===== src/rtl/mpt_walk_arbiter_if.sv =====
// Bus bundle between the PLB-miss requesters, the walk arbiter and the MPT walker.
// slave = arbiter side, master = environment (requesters + walker) side.
interface mpt_walk_arbiter_if #(
   parameter int NUM_REQ = 2,
   parameter int REQ_W   = 72
);
   logic                            flush_i;
   logic [NUM_REQ-1:0]              req_valid_i;
   logic [NUM_REQ-1:0]              req_ready_o;
   logic [NUM_REQ-1:0][REQ_W-1:0]   req_i;
   logic [NUM_REQ-1:0]              rsp_valid_o;
   logic                            rsp_allow_o;
   logic [2:0]                      rsp_fault_o;
   logic                            walk_valid_o;
   logic                            walk_ready_i;
   logic [REQ_W-1:0]                walk_req_o;
   logic                            walk_done_i;
   logic                            walk_allow_i;
   logic [2:0]                      walk_fault_i;
   logic                            busy_o;

   modport slave (
      input  flush_i, req_valid_i, req_i, walk_ready_i, walk_done_i, walk_allow_i, walk_fault_i,
      output req_ready_o, rsp_valid_o, rsp_allow_o, rsp_fault_o, walk_valid_o, walk_req_o, busy_o
   );

   modport master (
      output flush_i, req_valid_i, req_i, walk_ready_i, walk_done_i, walk_allow_i, walk_fault_i,
      input  req_ready_o, rsp_valid_o, rsp_allow_o, rsp_fault_o, walk_valid_o, walk_req_o, busy_o
   );
endinterface


===== src/rtl/mpt_walk_arbiter.sv =====
// Round-robin arbiter sharing one MPT walker between NUM_REQ PLB-miss requesters.
// One walk in flight; flush aborts it, draining the walker if it already took the request.
module mpt_walk_arbiter #(
   parameter int NUM_REQ = 2,
   parameter int REQ_W   = 72
) (
   input logic                 clk_i,
   input logic                 rst_ni,
   mpt_walk_arbiter_if.slave   bus
);
   localparam int IDX_W = (NUM_REQ > 1) ? $clog2(NUM_REQ) : 1;
   localparam logic [2:0] NO_ERROR = 3'b000;

   typedef enum logic [2:0] {
      S_IDLE    = 3'd0,
      S_ISSUE   = 3'd1,
      S_WAIT    = 3'd2,
      S_RESPOND = 3'd3,
      S_DRAIN   = 3'd4
   } state_e;

   state_e             state_q, state_d;
   logic [IDX_W-1:0]   rr_ptr_q, rr_ptr_d;
   logic [IDX_W-1:0]   owner_q, owner_d;
   logic [REQ_W-1:0]   req_q, req_d;
   logic               allow_q, allow_d;
   logic [2:0]         fault_q, fault_d;

   logic               found;
   logic [IDX_W-1:0]   win;
   logic [IDX_W-1:0]   idx;

   logic [NUM_REQ-1:0] req_ready;
   logic [NUM_REQ-1:0] rsp_valid;
   logic               rsp_allow;
   logic [2:0]         rsp_fault;
   logic               walk_valid;

   function automatic logic [IDX_W-1:0] next_ptr(input logic [IDX_W-1:0] p);
      if (p == IDX_W'(NUM_REQ - 1)) return '0;
      return p + 1'b1;
   endfunction

   // First pending requester at or after rr_ptr, wrapping around.
   always_comb begin
      found = 1'b0;
      win   = '0;
      idx   = '0;
      for (int i = 0; i < NUM_REQ; i++) begin
         idx = IDX_W'((int'(rr_ptr_q) + i) % NUM_REQ);
         if (!found && bus.req_valid_i[idx]) begin
            found = 1'b1;
            win   = idx;
         end
      end
   end

   always_comb begin
      state_d    = state_q;
      rr_ptr_d   = rr_ptr_q;
      owner_d    = owner_q;
      req_d      = req_q;
      allow_d    = allow_q;
      fault_d    = fault_q;
      req_ready  = '0;
      rsp_valid  = '0;
      rsp_allow  = 1'b0;
      rsp_fault  = NO_ERROR;
      walk_valid = 1'b0;

      unique case (state_q)
         S_IDLE: begin
            if (found && !bus.flush_i) begin
               req_ready[win] = 1'b1;
               req_d          = bus.req_i[win];
               owner_d        = win;
               state_d        = S_ISSUE;
            end
         end
         S_ISSUE: begin
            walk_valid = 1'b1;
            // Once the walker has taken the request a flush must still wait for its completion.
            if (bus.walk_ready_i) state_d = bus.flush_i ? S_DRAIN : S_WAIT;
            else if (bus.flush_i) state_d = S_IDLE;
         end
         S_WAIT: begin
            if (bus.walk_done_i) begin
               if (bus.flush_i) begin
                  state_d = S_IDLE;
               end else begin
                  allow_d = bus.walk_allow_i;
                  fault_d = bus.walk_fault_i;
                  state_d = S_RESPOND;
               end
            end else if (bus.flush_i) begin
               state_d = S_DRAIN;
            end
         end
         S_RESPOND: begin
            rsp_valid[owner_q] = 1'b1;
            rsp_allow          = allow_q;
            rsp_fault          = fault_q;
            rr_ptr_d           = next_ptr(owner_q);
            state_d            = S_IDLE;
         end
         S_DRAIN: begin
            if (bus.walk_done_i) state_d = S_IDLE;
         end
         default: state_d = S_IDLE;
      endcase
   end

   always_ff @(posedge clk_i or negedge rst_ni) begin
      if (!rst_ni) begin
         state_q  <= S_IDLE;
         rr_ptr_q <= '0;
         owner_q  <= '0;
         req_q    <= '0;
         allow_q  <= 1'b0;
         fault_q  <= NO_ERROR;
      end else begin
         state_q  <= state_d;
         rr_ptr_q <= rr_ptr_d;
         owner_q  <= owner_d;
         req_q    <= req_d;
         allow_q  <= allow_d;
         fault_q  <= fault_d;
      end
   end

   assign bus.req_ready_o  = req_ready;
   assign bus.rsp_valid_o  = rsp_valid;
   assign bus.rsp_allow_o  = rsp_allow;
   assign bus.rsp_fault_o  = rsp_fault;
   assign bus.walk_valid_o = walk_valid;
   assign bus.walk_req_o   = req_q;
   assign bus.busy_o       = (state_q != S_IDLE);
endmodule


===== src/flat_wrapper.sv =====
// flat-port wrapper written by rule: the top's interface ports become plain ports
module mpt_walk_arbiter_flat 
#(
   parameter int NUM_REQ = 2,
   parameter int REQ_W   = 72
)
  (clk_i, rst_ni, bus_flush_i, bus_req_valid_i, bus_req_i, bus_walk_ready_i, bus_walk_done_i, bus_walk_allow_i, bus_walk_fault_i, bus_req_ready_o, bus_rsp_valid_o, bus_rsp_allow_o, bus_rsp_fault_o, bus_walk_valid_o, bus_walk_req_o, bus_busy_o);
  mpt_walk_arbiter_if #(.NUM_REQ(NUM_REQ), .REQ_W(REQ_W)) bus_i ();
  input logic clk_i;
  input logic rst_ni;
  input wire logic [$bits(bus_i.flush_i)-1:0] bus_flush_i;
  input wire logic [$bits(bus_i.req_valid_i)-1:0] bus_req_valid_i;
  input wire logic [$bits(bus_i.req_i)-1:0] bus_req_i;
  input wire logic [$bits(bus_i.walk_ready_i)-1:0] bus_walk_ready_i;
  input wire logic [$bits(bus_i.walk_done_i)-1:0] bus_walk_done_i;
  input wire logic [$bits(bus_i.walk_allow_i)-1:0] bus_walk_allow_i;
  input wire logic [$bits(bus_i.walk_fault_i)-1:0] bus_walk_fault_i;
  output wire logic [$bits(bus_i.req_ready_o)-1:0] bus_req_ready_o;
  output wire logic [$bits(bus_i.rsp_valid_o)-1:0] bus_rsp_valid_o;
  output wire logic [$bits(bus_i.rsp_allow_o)-1:0] bus_rsp_allow_o;
  output wire logic [$bits(bus_i.rsp_fault_o)-1:0] bus_rsp_fault_o;
  output wire logic [$bits(bus_i.walk_valid_o)-1:0] bus_walk_valid_o;
  output wire logic [$bits(bus_i.walk_req_o)-1:0] bus_walk_req_o;
  output wire logic [$bits(bus_i.busy_o)-1:0] bus_busy_o;
  assign bus_i.flush_i = bus_flush_i;
  assign bus_i.req_valid_i = bus_req_valid_i;
  assign bus_i.req_i = bus_req_i;
  assign bus_i.walk_ready_i = bus_walk_ready_i;
  assign bus_i.walk_done_i = bus_walk_done_i;
  assign bus_i.walk_allow_i = bus_walk_allow_i;
  assign bus_i.walk_fault_i = bus_walk_fault_i;
  assign bus_req_ready_o = bus_i.req_ready_o;
  assign bus_rsp_valid_o = bus_i.rsp_valid_o;
  assign bus_rsp_allow_o = bus_i.rsp_allow_o;
  assign bus_rsp_fault_o = bus_i.rsp_fault_o;
  assign bus_walk_valid_o = bus_i.walk_valid_o;
  assign bus_walk_req_o = bus_i.walk_req_o;
  assign bus_busy_o = bus_i.busy_o;
  mpt_walk_arbiter #(.NUM_REQ(NUM_REQ), .REQ_W(REQ_W)) u_core (.clk_i(clk_i), .rst_ni(rst_ni), .bus(bus_i));
endmodule

===== config.mk =====
export PLATFORM = sky130hd
export DESIGN_NAME = mpt_walk_arbiter_flat
export DESIGN_NICKNAME = d
export VERILOG_FILES = /design/src/rtl/mpt_walk_arbiter_if.sv /design/src/rtl/mpt_walk_arbiter.sv /design/src/flat_wrapper.sv
export SDC_FILE = /design/constraint.sdc
export NUM_CORES = 1
export LEC_CHECK = 0
export ABC_CLOCK_PERIOD_IN_PS = 2000
export CORE_MARGIN = 10
export CORE_UTILIZATION = 40
export CTS_BUF_LIST = sky130_fd_sc_hd__clkbuf_2 sky130_fd_sc_hd__clkbuf_4 sky130_fd_sc_hd__clkbuf_8
export CTS_CLUSTER_DIAMETER = 60
export DETAILED_ROUTE_END_ITERATION = 8
export MAX_ROUTING_LAYER = met4
export PLACE_DENSITY = 0.79
export SLEW_MARGIN = 30
export SYNTH_ARGS = -nofsm -noshare
export SYNTH_HDL_FRONTEND = slang
export SYNTH_SLANG_ARGS = --single-unit

===== constraint.sdc =====
create_clock -name clk_i -period 2 [get_ports clk_i]
set_clock_uncertainty 0.1 [all_clocks]
set_input_delay 0.5 -clock clk_i [delete_from_list [all_inputs] [get_ports clk_i]]
set_output_delay 0.5 -clock clk_i [all_outputs]
set_load 0.02 [all_outputs]

Yosys cells after proc, flatten, opt, wreduce, memory -nomap -nowiden
Cells that the tools add are included.
{"block": "op_classes", "addsub": 2, "n_lt_le_gt_ge": 6, "n_eq_ne": 8, "muxes": 33, "n_bitwise": 1, "n_reduce_logical": 11}
{"cell": "$mux 72", "n": 2}
{"cell": "$mux 3", "n": 8}
{"cell": "$mux 1", "n": 16}
{"cell": "$pmux 3 s4", "n": 1}
{"cell": "$lt 1x2->1 const B", "n": 4}
{"cell": "$mux 2", "n": 4}
{"cell": "$eq 3x2->1 const B", "n": 2}
{"cell": "$ne 3x3->1 const B", "n": 2}
{"cell": "$logic_and 1x1->1", "n": 4}
{"cell": "$reduce_and 4->1", "n": 1}
{"cell": "$eq 3x1->1 const B", "n": 1}
{"cell": "$eq 3x3->1 const B", "n": 1}
{"cell": "$logic_not 3->1", "n": 1}
{"cell": "$reduce_and 3->1", "n": 1}
{"cell": "$reduce_bool 3->1", "n": 1}
{"cell": "$add 1x1->1 const B", "n": 2}
{"cell": "$demux 1 s1", "n": 2}
{"cell": "$ge 1x1->1 const B", "n": 2}
{"cell": "$logic_not 1->1", "n": 2}
{"cell": "$ne 2x1->1 const B", "n": 1}
{"cell": "$ne 2x2->1 const B", "n": 1}
{"cell": "$reduce_and 2->1", "n": 1}
{"cell": "$not 1->1", "n": 1}
{"block": "word_totals", "register_bits": 81, "input_bits": 155, "out_inout_bits": 82, "word_cells": 67}

Longest topological paths before layout
{"block": "depth", "depth_word": 12, "ltp_mapped": 6, "depth_no_buf": 3}

Least setup slack after synthesis
Ideal clock, no wire load.
{"block": "synth_timing", "path_kind": "input to output", "start": "input port bus_flush_i", "end": "output port bus_req_ready_o[1]", "t_arrival_ps": 1547, "required_ps": 1400, "slack_ps": -147, "cell_stages": 4, "n_path_buf": 1, "path_cell_list": "o21ba_1 > clkbuf_1 > nand2_1 > nor3_1"}
{"block": "synth_between", "elab_chain_len": 4}
{"item": "from (decl)", "line_no": "flat_wrapper.sv:11", "rtl": "input wire logic [$bits(bus_i.flush_i)-1:0] bus_flush_i;"}
{"item": "$logic_not 1->1", "line_no": "mpt_walk_arbiter.sv:73", "rtl": "if (found && !bus.flush_i) begin"}
{"item": "$logic_and 1x1->1", "line_no": "mpt_walk_arbiter.sv:73"}
{"item": "$mux 2", "line_no": "mpt_walk_arbiter.sv:73"}
{"item": "$mux 2", "line_no": "mpt_walk_arbiter.sv:71", "rtl": "unique case (state_q)"}
{"item": "to (decl)", "line_no": "flat_wrapper.sv:18", "rtl": "output wire logic [$bits(bus_i.req_ready_o)-1:0] bus_req_ready_o;"}
No other way between the ends.

Worst setup path after layout
{"block": "layout_timing", "start": "register u_core.state_q[2]", "end": "output port bus_rsp_valid_o[0]"}
{"block": "layout_between", "elab_chain_len": 2}
{"item": "from (decl)", "line_no": "mpt_walk_arbiter.sv:22", "rtl": "state_e state_q, state_d;"}
{"item": "from (signal assigned)", "line_no": "mpt_walk_arbiter.sv:122", "rtl": "state_q <= state_d;"}
{"item": "$eq 3x2->1"}
{"item": "$mux 2", "line_no": "mpt_walk_arbiter.sv:71"}
{"item": "to (decl)", "line_no": "flat_wrapper.sv:19", "rtl": "output wire logic [$bits(bus_i.rsp_valid_o)-1:0] bus_rsp_valid_o;"}
No other way between the ends.

==> metrics.cfg <==
[die]
row_count = 37
initial_core_util_pct = 41.6
ios = 237
die-area_mm2 = 0.0154
die_h_um = 124
core-area_mm2 = 0.0104
die_w_um = 124

[setup_path]
crit_path_end_kind = output port
worstPathRequired_ns = 1.40
critPathLaunchType = register
cp.arrival_ns = 1.43
criticalPathCategory = reg -> out
cp_max_fo = 7

[run_status]
status = finished, violations left
violations = negative setup slack

[power_and_ir_drop]
vdd_ir_drop_max_v = 0.000593
power.static_leakage_nw = 2.70
powerDensity_mw_per_mm2 = 1300

[placed_design]
dp.cells = 801
placed_area_mm2 = 0.00674
place_hpwl_mm = 12.3
port_buffers = 236
gp_congestion = 0.880
dpl_worst_slack_ns = -0.626

[timing]
final-setup-viol-count = 7
slew_headroom_pct = 52.6
worst_pin_slew_ns = 0.711
max_freq_ghz = 0.493
finalMaxSlewViolations = 0
min_period_over_period_pct = 101
rsz0062_at_grt = true
hold_viol_final = 0
finalCriticalPeriod_ns = 2.03
setup_slack_ns = -0.0298
final.setup.tns_ns = -0.106

[global_route]
antenna_found_initial = 0
grt_pass1_wl_mm = 26.0
grt_overflow = 0
grt_max_degree = 75
grt_pass1_vias = 4825
grt_use_total_pct = 22.1

[route]
avgRoutedWirePerCell_um = 21.5
drt_first_iter_violations = 412
drc_errors = 0
vias = 4714
routed_wl_mm = 17.6
dr.pass1.iters = 5
antenna_left = 0
viasPerCell = 5.76

[finish]
layout.nets = 833
syn2layout_area_growth_pct = 62.3
final_common_cell = clkdlybuf4s50_1
antenna_cells = 0
design_area_mm2 = 0.00703
nFillCells = 839
finalNonFillerCells = 819
drive_gt1_share_pct = 9.66
seq_area_mm2 = 0.00203
multiInputGateArea_mm2 = 0.00203
most-common-layout-cells = clkdlybuf4s50_1, dfrtp_1, nand3b_1

[clock_tree]
insertion_delay_ns = 0.35
clk_pin_slew_ns = 0.08
cts_buffer_depth = 2
cts_buffers = 9
cts_tree = yes
clkSinkCount = 81
clockRootBuffer = clkbuf_8
post_cts_buffers = 0
h-tree-depth = 3

[yosys]
syn_area_per_cell_um2 = 9.29
ys_seq_elements = 81
synth_area_mm2 = 0.00433
yosysUniqueCellTypes = 32
ys_seq_area_share_pct = 46.8
syn_inst = 466
synth_nets = 621
synth_warnings = 0

[flow_run]
cap_viol_max_count = 0

[worst_hold_path]
hold_class = reg -> reg

-- cells in the mapped netlist, drive strengths merged --
cell type  count  area share [%]
a211o          1            0.20
a21boi         3            0.52
a21oi         72             8.3
a31oi         72              10
and2           6            0.87
and3           1            0.14
and3b          1            0.20
buf           33             5.0
clkbuf        25             2.2
dfrtp         81              47
inv            2            0.17
mux2           5             1.3
nand2          2            0.17
nand2b         1            0.14
nand3b        73              13
nor2           5            0.43
nor2b          3            0.61
nor3           3            0.46
nor3b          1            0.17
o21ai         72             8.3
o21ba          1            0.23
o221a          1            0.26
o31ai          1            0.17
or3b           1            0.20
-- through the flow --
| step | power, mW | hold WS, ns | utilization (%) |
|---|---|---|---|
| after CTS | 9.13 | 0.395 | 67.0 |
| after detailed placement | 7.87 | 0.336 | 64.7 |
| after floorplan | 5.48 | 0.104 | - |
| after global placement | 7.75 | 0.330 | 64.7 |
| final | 9.10 | 0.395 | 67.5 |
| after global routing | 9.62 | 0.428 | 67.5 |
-- logic make-up (layout without fill, tap and decap cells) --
group | count (synthesis) | count (layout) | share of synthesized area, %
AND/OR/NAND/NOR | 97 | 97 | 16.1
AO/OA/AOI/OAI | 223 | 223 | 28.4
flip-flops | 81 | 81 | 46.8
multiplexers | 5 | 5 | 1.30
buffers and inverters | 60 | 277 | 7.37
-- metal layers --
layer  vias up  part of all wire, %  track usage (%)
met1      2262                   39             26.0
met5         -                    0                -
met2       251                   47             34.4
met4         0                  3.6             9.71
met3        38                   11             6.65
li1       2163                    -                -
-- state kept, by name, indices dropped and copies added (netlist names) --
| name | flops |
|---|---|
| u_core.allow_q | 1 |
| u_core.bus.walk_req_o | 72 |
| u_core.fault_q | 3 |
| u_core.owner_q | 1 |
| u_core.rr_ptr_q | 1 |
| u_core.state_q | 3 |
-- path summary, 6_finish.rpt --
kind,slack (ns),depth (start not counted),end,startpoint
setup / recovery,-0.03,3,bus_rsp_valid_o[0],u_core.state_q[2]$_DFFE_PN0P_
min in group asynchronous,0.51,2,u_core.bus.walk_req_o[26]$_DFFE_PN0P_,rst_ni
hold reg to reg,0.39,1,u_core.allow_q$_DFFE_PN0P_,u_core.allow_q$_DFFE_PN0P_
hold / removal,0.39,1,u_core.allow_q$_DFFE_PN0P_,u_core.allow_q$_DFFE_PN0P_
setup reg to reg,0.10,6,u_core.bus.walk_req_o[62]$_DFFE_PN0P_,u_core.state_q[2]$_DFFE_PN0P_
max in group asynchronous,0.68,3,u_core.bus.walk_req_o[67]$_DFFE_PN0P_,rst_ni
-- timing repair --
item                                   in CTS  in global routing
hold buffers                                1                  0
gates resized for setup                    70                 10
gates cloned                                0                  1
pin swaps                                   2                  6
setup endpoints to repair                  83                 57
endpoints found under the hold margin      23                  0
-- worst max-delay path: stages, from the launching register on --
cell and delay [ns]:
dfrtp_1 0.43, and3b_2 0.35, nor2b_4 0.18, buf_6 0.12
-- where the power goes --
| part | internal (mW) | leakage [nW] | switching [mW] | total [mW] |
|---|---|---|---|---|
| Clock | 0.603 | 0.102 | 0.619 | 1.22 |
| Sequential | 2.42 | 0.911 | 0.451 | 2.87 |
| Combinational | 2.34 | 1.69 | 2.67 | 5.01 |
-- cell type report --
cell class	instances	share of cell area, %
Timing Repair Buffer	259	36.9
Multi-Input combinational cell	325	28.9
Sequential cell	81	28.8
Tap cell	136	2.42
Clock buffer	10	1.96
Clock inverter	6	0.819
Inverter	2	0.107
Power figures use the tool's default switching activity.
